===== config.mk =====
export PLATFORM = sky130hd
export DESIGN_NAME = mmio_apb_bridge
export DESIGN_NICKNAME = d
export VERILOG_FILES = /design/src/rtl/mmio_apb_bridge.sv
export SDC_FILE = /design/constraint.sdc
export NUM_CORES = 1
export LEC_CHECK = 0
export CAP_MARGIN = 15
export CELL_PAD_IN_SITES_DETAIL_PLACEMENT = 1
export CELL_PAD_IN_SITES_GLOBAL_PLACEMENT = 2
export CORE_ASPECT_RATIO = 1.5
export CORE_MARGIN = 2
export CORE_UTILIZATION = 30
export CTS_CLUSTER_SIZE = 10
export DETAILED_ROUTE_END_ITERATION = 8
export PLACE_DENSITY = 0.83
export RECOVER_POWER = 100
export SETUP_SLACK_MARGIN = 0.02
export SLEW_MARGIN = 10
export SYNTH_ARGS = -nofsm -noshare
export SYNTH_HDL_FRONTEND = slang
export SYNTH_SLANG_ARGS = --single-unit
export TNS_END_PERCENT = 50

===== constraint.sdc =====
create_clock -name clock -period 6.8 [get_ports clock]
set_input_delay 1.02 -clock clock [delete_from_list [all_inputs] [get_ports clock]]
set_output_delay 1.02 -clock clock [all_outputs]
set_load 0.01 [all_outputs]

===== src/rtl/mmio_apb_bridge.sv =====
// mmio_apb_bridge
//   Runs one APB3 read or write per APB-class MMIO command, then returns a
//   5-byte status/read-data response on a byte-wide AXI-S stream.
//   Non-APB commands are ignored and never acked.
// Ports
//   clock, reset         system clock, async active-high reset
//   clr_conf_i           synchronous abort, beats every other event
//   cmd_*                decoded command in; cmd_ack_o one-cycle accept pulse
//   mmio_busy_o          high from accept until the response completes
//   mmio_done_o          one-cycle pulse after the final response byte
//   psel/penable/pwrite/paddr/pwdata, prdata/pready/pslverr   APB3 requester
//   m_tvalid/m_tready/m_tdata/m_tlast                          response stream
module mmio_apb_bridge #(
    parameter int ADDR_WIDTH = 16,
    parameter int TIMEOUT    = 255
) (
    input  logic                  clock,
    input  logic                  reset,
    input  logic                  clr_conf_i,
    input  logic                  cmd_vld_i,
    input  logic                  cmd_dir_i,
    input  logic                  cmd_apb_i,
    output logic                  cmd_ack_o,
    input  logic [3:0]            cmd_tag_i,
    input  logic [15:0]           cmd_len_i,
    input  logic [27:0]           cmd_adr_i,
    output logic                  mmio_busy_o,
    output logic                  mmio_done_o,
    output logic                  psel_o,
    output logic                  penable_o,
    output logic                  pwrite_o,
    output logic [ADDR_WIDTH-1:0] paddr_o,
    output logic [31:0]           pwdata_o,
    input  logic [31:0]           prdata_i,
    input  logic                  pready_i,
    input  logic                  pslverr_i,
    output logic                  m_tvalid_o,
    output logic                  m_tlast_o,
    input  logic                  m_tready_i,
    output logic [7:0]            m_tdata_o
);

    localparam logic [15:0] TMO_LAST = 16'(TIMEOUT - 1);

    typedef enum logic [1:0] {IDLE, SETUP, ACCESS, RESP} state_t;

    state_t      state, state_nxt;
    logic [3:0]  tag_q;
    logic        dir_q;
    logic [31:0] data_q;
    logic        tmo_q, mis_q, err_q;
    logic [15:0] tmo_cnt;
    logic [2:0]  idx;

    logic accept, misaligned, tmo_hit, last_hs;

    always_comb begin
        accept     = (state == IDLE) && cmd_vld_i && cmd_apb_i;
        misaligned = (cmd_adr_i[1:0] != 2'b00);
        // pready on the final allowed cycle still counts as a completion
        tmo_hit    = (state == ACCESS) && !pready_i && (tmo_cnt == TMO_LAST);
        last_hs    = (state == RESP) && m_tready_i && (idx == 3'd4);
    end

    // state register
    always_ff @(posedge clock or posedge reset) begin
        if (reset) state <= IDLE;
        else       state <= state_nxt;
    end

    // next state
    always_comb begin
        state_nxt = state;
        case (state)
            IDLE:    if (accept) state_nxt = misaligned ? RESP : SETUP;
            SETUP:   state_nxt = ACCESS;
            ACCESS:  if (pready_i || tmo_hit) state_nxt = RESP;
            RESP:    if (last_hs) state_nxt = IDLE;
            default: state_nxt = IDLE;
        endcase
        if (clr_conf_i) state_nxt = IDLE;
    end

    // command capture, APB result capture, timeout and byte index
    always_ff @(posedge clock or posedge reset) begin
        if (reset) begin
            cmd_ack_o   <= 1'b0;
            mmio_busy_o <= 1'b0;
            mmio_done_o <= 1'b0;
            pwrite_o    <= 1'b0;
            paddr_o     <= '0;
            pwdata_o    <= '0;
            tag_q       <= '0;
            dir_q       <= 1'b0;
            data_q      <= '0;
            tmo_q       <= 1'b0;
            mis_q       <= 1'b0;
            err_q       <= 1'b0;
            tmo_cnt     <= '0;
            idx         <= '0;
        end else begin
            cmd_ack_o   <= 1'b0;
            mmio_done_o <= 1'b0;
            if (clr_conf_i) begin
                mmio_busy_o <= 1'b0;
            end else begin
                if (accept) begin
                    cmd_ack_o   <= 1'b1;
                    mmio_busy_o <= 1'b1;
                    tag_q       <= cmd_tag_i;
                    dir_q       <= cmd_dir_i;
                    pwrite_o    <= ~cmd_dir_i;
                    paddr_o     <= cmd_adr_i[ADDR_WIDTH-1:0];
                    pwdata_o    <= {16'h0000, cmd_len_i};
                    data_q      <= '0;
                    tmo_q       <= 1'b0;
                    mis_q       <= misaligned;
                    err_q       <= 1'b0;
                    idx         <= '0;
                end
                if (state == SETUP) tmo_cnt <= '0;
                if (state == ACCESS) begin
                    if (pready_i) begin
                        data_q <= dir_q ? prdata_i : 32'h0;
                        err_q  <= pslverr_i;
                    end else if (tmo_hit) begin
                        tmo_q <= 1'b1;
                    end else begin
                        tmo_cnt <= tmo_cnt + 16'd1;
                    end
                end
                if (state == RESP && m_tready_i) begin
                    if (idx == 3'd4) begin
                        idx         <= '0;
                        mmio_done_o <= 1'b1;
                        mmio_busy_o <= 1'b0;
                    end else begin
                        idx <= idx + 3'd1;
                    end
                end
            end
        end
    end

    // outputs decoded from state; response bytes go out little-endian after status
    always_comb begin
        psel_o     = (state == SETUP) || (state == ACCESS);
        penable_o  = (state == ACCESS);
        m_tvalid_o = (state == RESP);
        m_tlast_o  = (state == RESP) && (idx == 3'd4);
        m_tdata_o  = 8'h00;
        if (state == RESP) begin
            case (idx)
                3'd0:    m_tdata_o = {tag_q, 1'b0, tmo_q, mis_q, err_q};
                3'd1:    m_tdata_o = data_q[7:0];
                3'd2:    m_tdata_o = data_q[15:8];
                3'd3:    m_tdata_o = data_q[23:16];
                3'd4:    m_tdata_o = data_q[31:24];
                default: m_tdata_o = 8'h00;
            endcase
        end
    end

endmodule

==> impl_metrics.json, run 1 <==
{
  "ys_async_sr_fraction_pct": 100,
  "grt_pass1_vias": 4078,
  "cp_max_fo": 9,
  "clock_latency_ns": 0.34,
  "total_power_mw": 2.08,
  "rsz0062_at_grt": "no",
  "finalHoldViolations": 0,
  "initial_core_util_pct": 30.5,
  "finalCritPeriodShare_pct": 68.1,
  "cp_data_required_time_ns": 5.78,
  "antenna_found_initial": 0,
  "synthCells": 457,
  "cts_max_level": 3,
  "power.leakage_nw": 2.90,
  "hold_buffers": 0,
  "dieWidth_um": 105,
  "vias": 3786,
  "violations": "max-capacitance violations, max-slew violations",
  "io_pins": 153,
  "wirelength_mm": 13.3,
  "grt_start_max_net_pins": 70,
  "setup_viol": 0,
  "synth_cell_types": 50,
  "yosys_most_used_dff": "dfrtp_1",
  "r2r_slack_ns": 3.43,
  "grt_pass1_wl_mm": 21.6,
  "setup_tns_ns": 0,
  "fillCellCount": 1760,
  "run_status": "finished, violations left",
  "port_buffers": 124,
  "ys_ff_latch": 97,
  "postSynthAreaPerCell_um2": 10.0,
  "cts_tree": "done",
  "antenna_cells": 0,
  "r2r_cells": 8,
  "place_congestion": 0.808,
  "drv_cap": 1,
  "seq_area_um2": 2430,
  "drive_gt1_share_pct": 4.53,
  "layout_commonest_cell": "nand2_1",
  "dp_hpwl_mm": 9.52,
  "ys_seq_area_share_pct": 53.1,
  "slew_headroom_pct": -13.2,
  "worst_setup_path_start_kind": "register",
  "yosysWarnings": 0,
  "routedWlPerCell_um": 17.2,
  "drtAntennaViolNets": 0,
  "cts_setup_buffers": 0,
  "grt_usage_pct": 16.6,
  "p_per_area_nw_per_um2": 337,
  "area_delta_synth_final_pct": 35.2,
  "synth_edf_count": 0,
  "coreArea_um2": 15000,
  "drtPass1Iterations": 4,
  "drt_iter0_drc": 187,
  "dieArea_um2": 16300,
  "fp-row-count": 55,
  "cts-resized-gates": 0,
  "hold_class": "register to register",
  "viasPerCell": 4.90,
  "irDropWorstVdd_v": 0.000171,
  "multi_input_area_um2": 1880,
  "die_h_um": 155,
  "cts-root-buf": "clkbuf_16",
  "cts.clk_slew.worst_paths_ns": 0.07,
  "critical_path_class": "register to primary output",
  "drc_errors": 0,
  "synth_area_um2": 4570,
  "final_nets": 670,
  "fin_crit_ns": 4.63,
  "r2r-start": "state[1]$_DFFE_PP0P_",
  "arrival_ns": 3.61,
  "cts_buffers": 9,
  "crit_path_end": "m_tdata_o[7]",
  "cts_buffer_depth": 2,
  "finClkSkew_ns": 0.00464,
  "cp-startpoint": "idx[0]$_DFFE_PP0P_",
  "max_freq_mhz": 216,
  "end_kind": "primary output",
  "final_cell_mix": "nand2_1 (131), dfrtp_1 (97), clkdlybuf4s50_1 (74)",
  "overflow": 0,
  "worstMarginPinSlew_ns": 1.68,
  "cts.sinks": 97,
  "finalMaxSlewViolations": 9,
  "rr_endpoint": "paddr_o[10]$_DFFE_PP0P_"
}
[metal layers]
layer	vias to the layer above	wire length, um	global-route usage [%]
met5	-	0	0
li1	1773	-	-
met2	89	7040	29.2
met3	16	497	3.35
met4	0	197	5.27
met1	1908	5550	20.3
[worst min-delay path by stage]
stage	start	to	slack, ns	depth (start not counted)
2_1_floorplan	dir_q$_DFFE_PP0P_	dir_q$_DFFE_PP0P_	0.44	2
3_3_place_gp	dir_q$_DFFE_PP0P_	dir_q$_DFFE_PP0P_	0.46	2
3_5_place_dp	paddr_o[9]$_DFFE_PP0P_	paddr_o[9]$_DFFE_PP0P_	0.46	2
4_1_cts	pwdata_o[14]$_DFFE_PP0P_	pwdata_o[14]$_DFFE_PP0P_	0.48	2
5_1_grt	pwdata_o[0]$_DFFE_PP0P_	pwdata_o[0]$_DFFE_PP0P_	0.50	2
6_report	paddr_o[7]$_DFFE_PP0P_	paddr_o[7]$_DFFE_PP0P_	0.47	2
[logic make-up (layout without fill, tap and decap cells)]
group                    Yosys count  after routing  share of synthesized area [%]
AND/OR/NAND/NOR                  191            191                           18.8
buffers and inverters             55            157                           6.46
other                              1             16                         0.0820
XOR/XNOR                           1              1                          0.192
flip-flops                        97             97                           53.1
adder cells (fa/ha/maj)           12             12                           3.28
multiplexers                       8              8                           1.78
AO/OA/AOI/OAI                     92             92                           16.3
[cells in the mapped netlist (2+ instances only)]
| cell type | count | share of area, % |
|---|---|---|
| nand2_1 | 131 | 11 |
| dfrtp_1 | 97 | 53 |
| a22o_1 | 35 | 6.7 |
| buf_4 | 20 | 3.3 |
| a22oi_1 | 15 | 2.5 |
| inv_1 | 14 | 1.1 |
| nor2_1 | 14 | 1.1 |
| clkbuf_1 | 13 | 1.1 |
| ha_1 | 12 | 3.3 |
| nand3_1 | 12 | 1.3 |
| o2bb2ai_1 | 11 | 2.1 |
| mux2i_1 | 7 | 1.5 |
| a31oi_1 | 6 | 0.82 |
| nor3_1 | 6 | 0.66 |
| o21ai_0 | 6 | 0.66 |
| a21oi_1 | 5 | 0.55 |
| buf_2 | 5 | 0.55 |
| and3_1 | 4 | 0.55 |
| nor2b_1 | 4 | 0.55 |
| and2_1 | 3 | 0.41 |
| nand4_1 | 3 | 0.41 |
| a21o_1 | 2 | 0.33 |
| and3_2 | 2 | 0.33 |
| buf_1 | 2 | 0.16 |
| o311ai_0 | 2 | 0.38 |
| or2_2 | 2 | 0.27 |
[worst max-delay path: stages, from the launching register on]
cell and delay (ns):
dfrtp_1 0.42, ha_1 0.22, ha_1 0.33, o41ai_1 1.47, a31oi_1 0.11, dlygate4sd3_1 0.71
[registers in the layout, indices dropped and copies added, names as in the netlist]
name and count:
mmio_done_o 1, tag_q 4, idx 3, dir_q 1
tmo_cnt 16, tmo_q 1, cmd_ack_o 1, paddr_o 16
pwrite_o 1, state 2, data_q 32, mmio_busy_o 1
pwdata_o 16, mis_q 1, err_q 1
[where the power goes]
| group | total (mW) | leakage, nW | switching (mW) | internal, mW |
|---|---|---|---|---|
| clock network | 0.514 | 0.135 | 0.218 | 0.296 |
| logic | 0.678 | 1.48 | 0.344 | 0.333 |
| registers | 0.891 | 1.28 | 0.118 | 0.773 |
| total | 2.08 | 2.90 | 0.680 | 1.40 |
[stage by stage]
stage               utilization (%)  cells  hold slack [ns]  setup slack [ns]  cell area [um2]
finish                         41.2    773            0.469              2.17             6180
global route                   41.2    773            0.502              2.02             6180
CTS                            41.3    772            0.483              2.92             6190
detailed placement             39.3    756            0.462              2.67             5890
global placement               39.3    756            0.455              2.78             5890
floorplan                         -    472            0.437              3.25             4630
[layout make-up]
type / count / share of cell area [%]
Timing Repair Buffer: 127 / 20.5
Multi-Input combinational cell: 320 / 30.5
Clock inverter: 4 / 0.850
Tap cell: 199 / 4.03
Inverter: 14 / 0.870
Sequential cell: 97 / 39.3
Clock buffer: 12 / 3.99
Note: power is estimated with default switching activity, not from simulation.
==> inputs of run 2 (changes only) <==
Settings changed: CORE_UTILIZATION 30 to 27, PLACE_DENSITY 0.83 to 0.75.
Clock period 6.8 ns to 4.4 ns, I/O delays scaled along.
==> run 2 against run 1 <==
Against the previous run: the flow still finishes with violations (max-capacitance violations, max-slew violations); combinational power rose by 55%; register-to-register slack got worse by 2.0 ns; setup slack got worse by 1.5 ns; design area rose by 0.61%; core utilization fell by 3.9 points; sequential power rose by 55%; cell count rose by 1.9%; clock power rose by 60%; via count fell by 0.24%; non-clock buffer count rose by 4; critical endpoint unchanged.
==> impl_metrics.json, run 2 (synthesis gave the netlist of run 1 again) <==
{
  "die_h_um": 163,
  "finalHoldViolations": 0,
  "cts_setup_buffers": 0,
  "hold_buffers": 0,
  "wirelength_mm": 13.3,
  "fp-row-count": 58,
  "coreArea_um2": 16700,
  "dieWidth_um": 110,
  "crit_chain": "ha_1 > ha_1 > o41ai_2 > a31oi_1 > dlygate4sd3_1",
  "vias": 3777,
  "cpPeakStageDelay_ns": 0.95,
  "clock_latency_ns": 0.35,
  "fillCellCount": 1903,
  "hold_class": "register to register",
  "power.leakage_nw": 2.92,
  "run_status": "finished, violations left",
  "worst_hold_slack_ns": 0.470,
  "p_per_area_nw_per_um2": 522,
  "slew_headroom_pct": -48.1,
  "finClkSkew_ns": 0.0118,
  "viasPerCell": 4.79,
  "max_freq_mhz": 268,
  "fin_cells": 788,
  "cts_max_level": 3,
  "cts_buffers": 9,
  "overflow": 0,
  "final_util_pct": 37.3,
  "drtPass1Iterations": 6,
  "top_register": "data_q",
  "finalInstanceArea_um2": 6220,
  "grt_pass1_wl_mm": 21.7,
  "layout_commonest_cell": "nand2_1",
  "dieArea_um2": 18000,
  "cts.clk_slew.worst_paths_ns": 0.08,
  "cp_data_required_time_ns": 3.74,
  "setup_viol": 0,
  "rsz0062_at_grt": "no",
  "grt_start_max_net_pins": 49,
  "cts-resized-gates": 0,
  "setup_tns_ns": 0,
  "crit_path_frequent_cell": "ha_1",
  "port_buffers": 124,
  "largest_register_ffs": 32,
  "dp_hpwl_mm": 9.73,
  "irDropWorstVdd_v": 0.000222,
  "cts_buffer_depth": 2,
  "io_pins": 153,
  "finalMaxSlewViolations": 95,
  "final_nets": 674,
  "dpl-instance-area_um2": 5940,
  "routedWlPerCell_um": 16.9,
  "dp_cells": 772,
  "antenna_cells": 0,
  "cp_max_fo": 9,
  "drc_errors": 0,
  "violations": "max-capacitance violations, max-slew violations",
  "worstMarginPinSlew_ns": 2.21,
  "drv_cap": 2,
  "drive_gt1_share_pct": 5.02,
  "end_kind": "primary output",
  "grt_pass1_vias": 4157,
  "initial_core_util_pct": 27.4,
  "critical_path_class": "register to primary output",
  "final_cell_mix": "nand2_1 (131), dfrtp_1 (97), clkdlybuf4s50_1 (75)",
  "fin_crit_ns": 3.73,
  "finalCritPeriodShare_pct": 84.9,
  "drtAntennaViolNets": 0,
  "arrival_ns": 3.07,
  "grt_usage_pct": 15.5,
  "cts_tree": "done",
  "antenna_found_initial": 0,
  "cts-root-buf": "clkbuf_16",
  "worst_setup_path_start_kind": "register",
  "place_congestion": 0.789,
  "crit_slowest_cell": "o41ai_2",
  "drt_iter0_drc": 161,
  "area_delta_synth_final_pct": 36.1,
  "cts.sinks": 97
}
-- run 2: stage by stage --
| step | power (mW) | setup slack, ns |
|---|---|---|
| 6_report | 3.25 | 0.665 |
| 5_1_grt | 3.49 | 0.566 |
| 4_1_cts | 3.39 | 0.843 |
| 3_5_place_dp | 2.55 | 1.23 |
| 3_3_place_gp | 2.50 | 1.32 |
| 2_1_floorplan | 1.94 | 1.21 |
-- run 2: final timing paths --
check | from | end | slack [ns] | cells after the start
worst max-delay path | idx[0]$_DFFE_PP0P_ | m_tdata_o[7] | 0.67 | 5
worst max register to register | state[0]$_DFFE_PP0P_ | mis_q$_DFFE_PP0P_ | 1.40 | 6
worst min register to register | pwdata_o[8]$_DFFE_PP0P_ | pwdata_o[8]$_DFFE_PP0P_ | 0.47 | 2
worst min-delay path | pwdata_o[8]$_DFFE_PP0P_ | pwdata_o[8]$_DFFE_PP0P_ | 0.47 | 2
max in group asynchronous | reset | paddr_o[3]$_DFFE_PP0P_ | 1.15 | 3
min in group asynchronous | reset | data_q[24]$_DFFE_PP0N_ | 1.34 | 2
-- run 2: layer usage --
| metal | wire length, um | vias up | track usage, % |
|---|---|---|---|
| met4 | 153 | 0 | 4.32 |
| met5 | 0 | - | 0 |
| li1 | - | 1786 | - |
| met3 | 673 | 11 | 3.39 |
| met2 | 7120 | 81 | 27.8 |
| met1 | 5390 | 1899 | 18.3 |
-- run 2: critical path, delay by kind of cell (launching register included) --
| family | cells | cell delay [ns] |
|---|---|---|
| adders and majority gates | 2 | 0.56 |
| AOI/OAI and AO/OA | 2 | 1.07 |
| DFF | 1 | 0.43 |
| buffers and inverters | 1 | 0.66 |
-- run 2: where the power goes --
group	internal [mW]	switching [mW]
Sequential	1.19	0.182
Clock	0.452	0.372
Combinational	0.518	0.531
Total	2.16	1.09
-- run 2: final cells by class --
class,instances,area (um2),area share [%]
clock inverters,7,82.6,1.33
repair buffers,131,1270,20.5
well taps,210,263,4.23
inverters,14,53.8,0.865
flip-flops and latches,97,2430,39.0
multi-input cells,320,1890,30.4
clock buffers,9,225,3.62
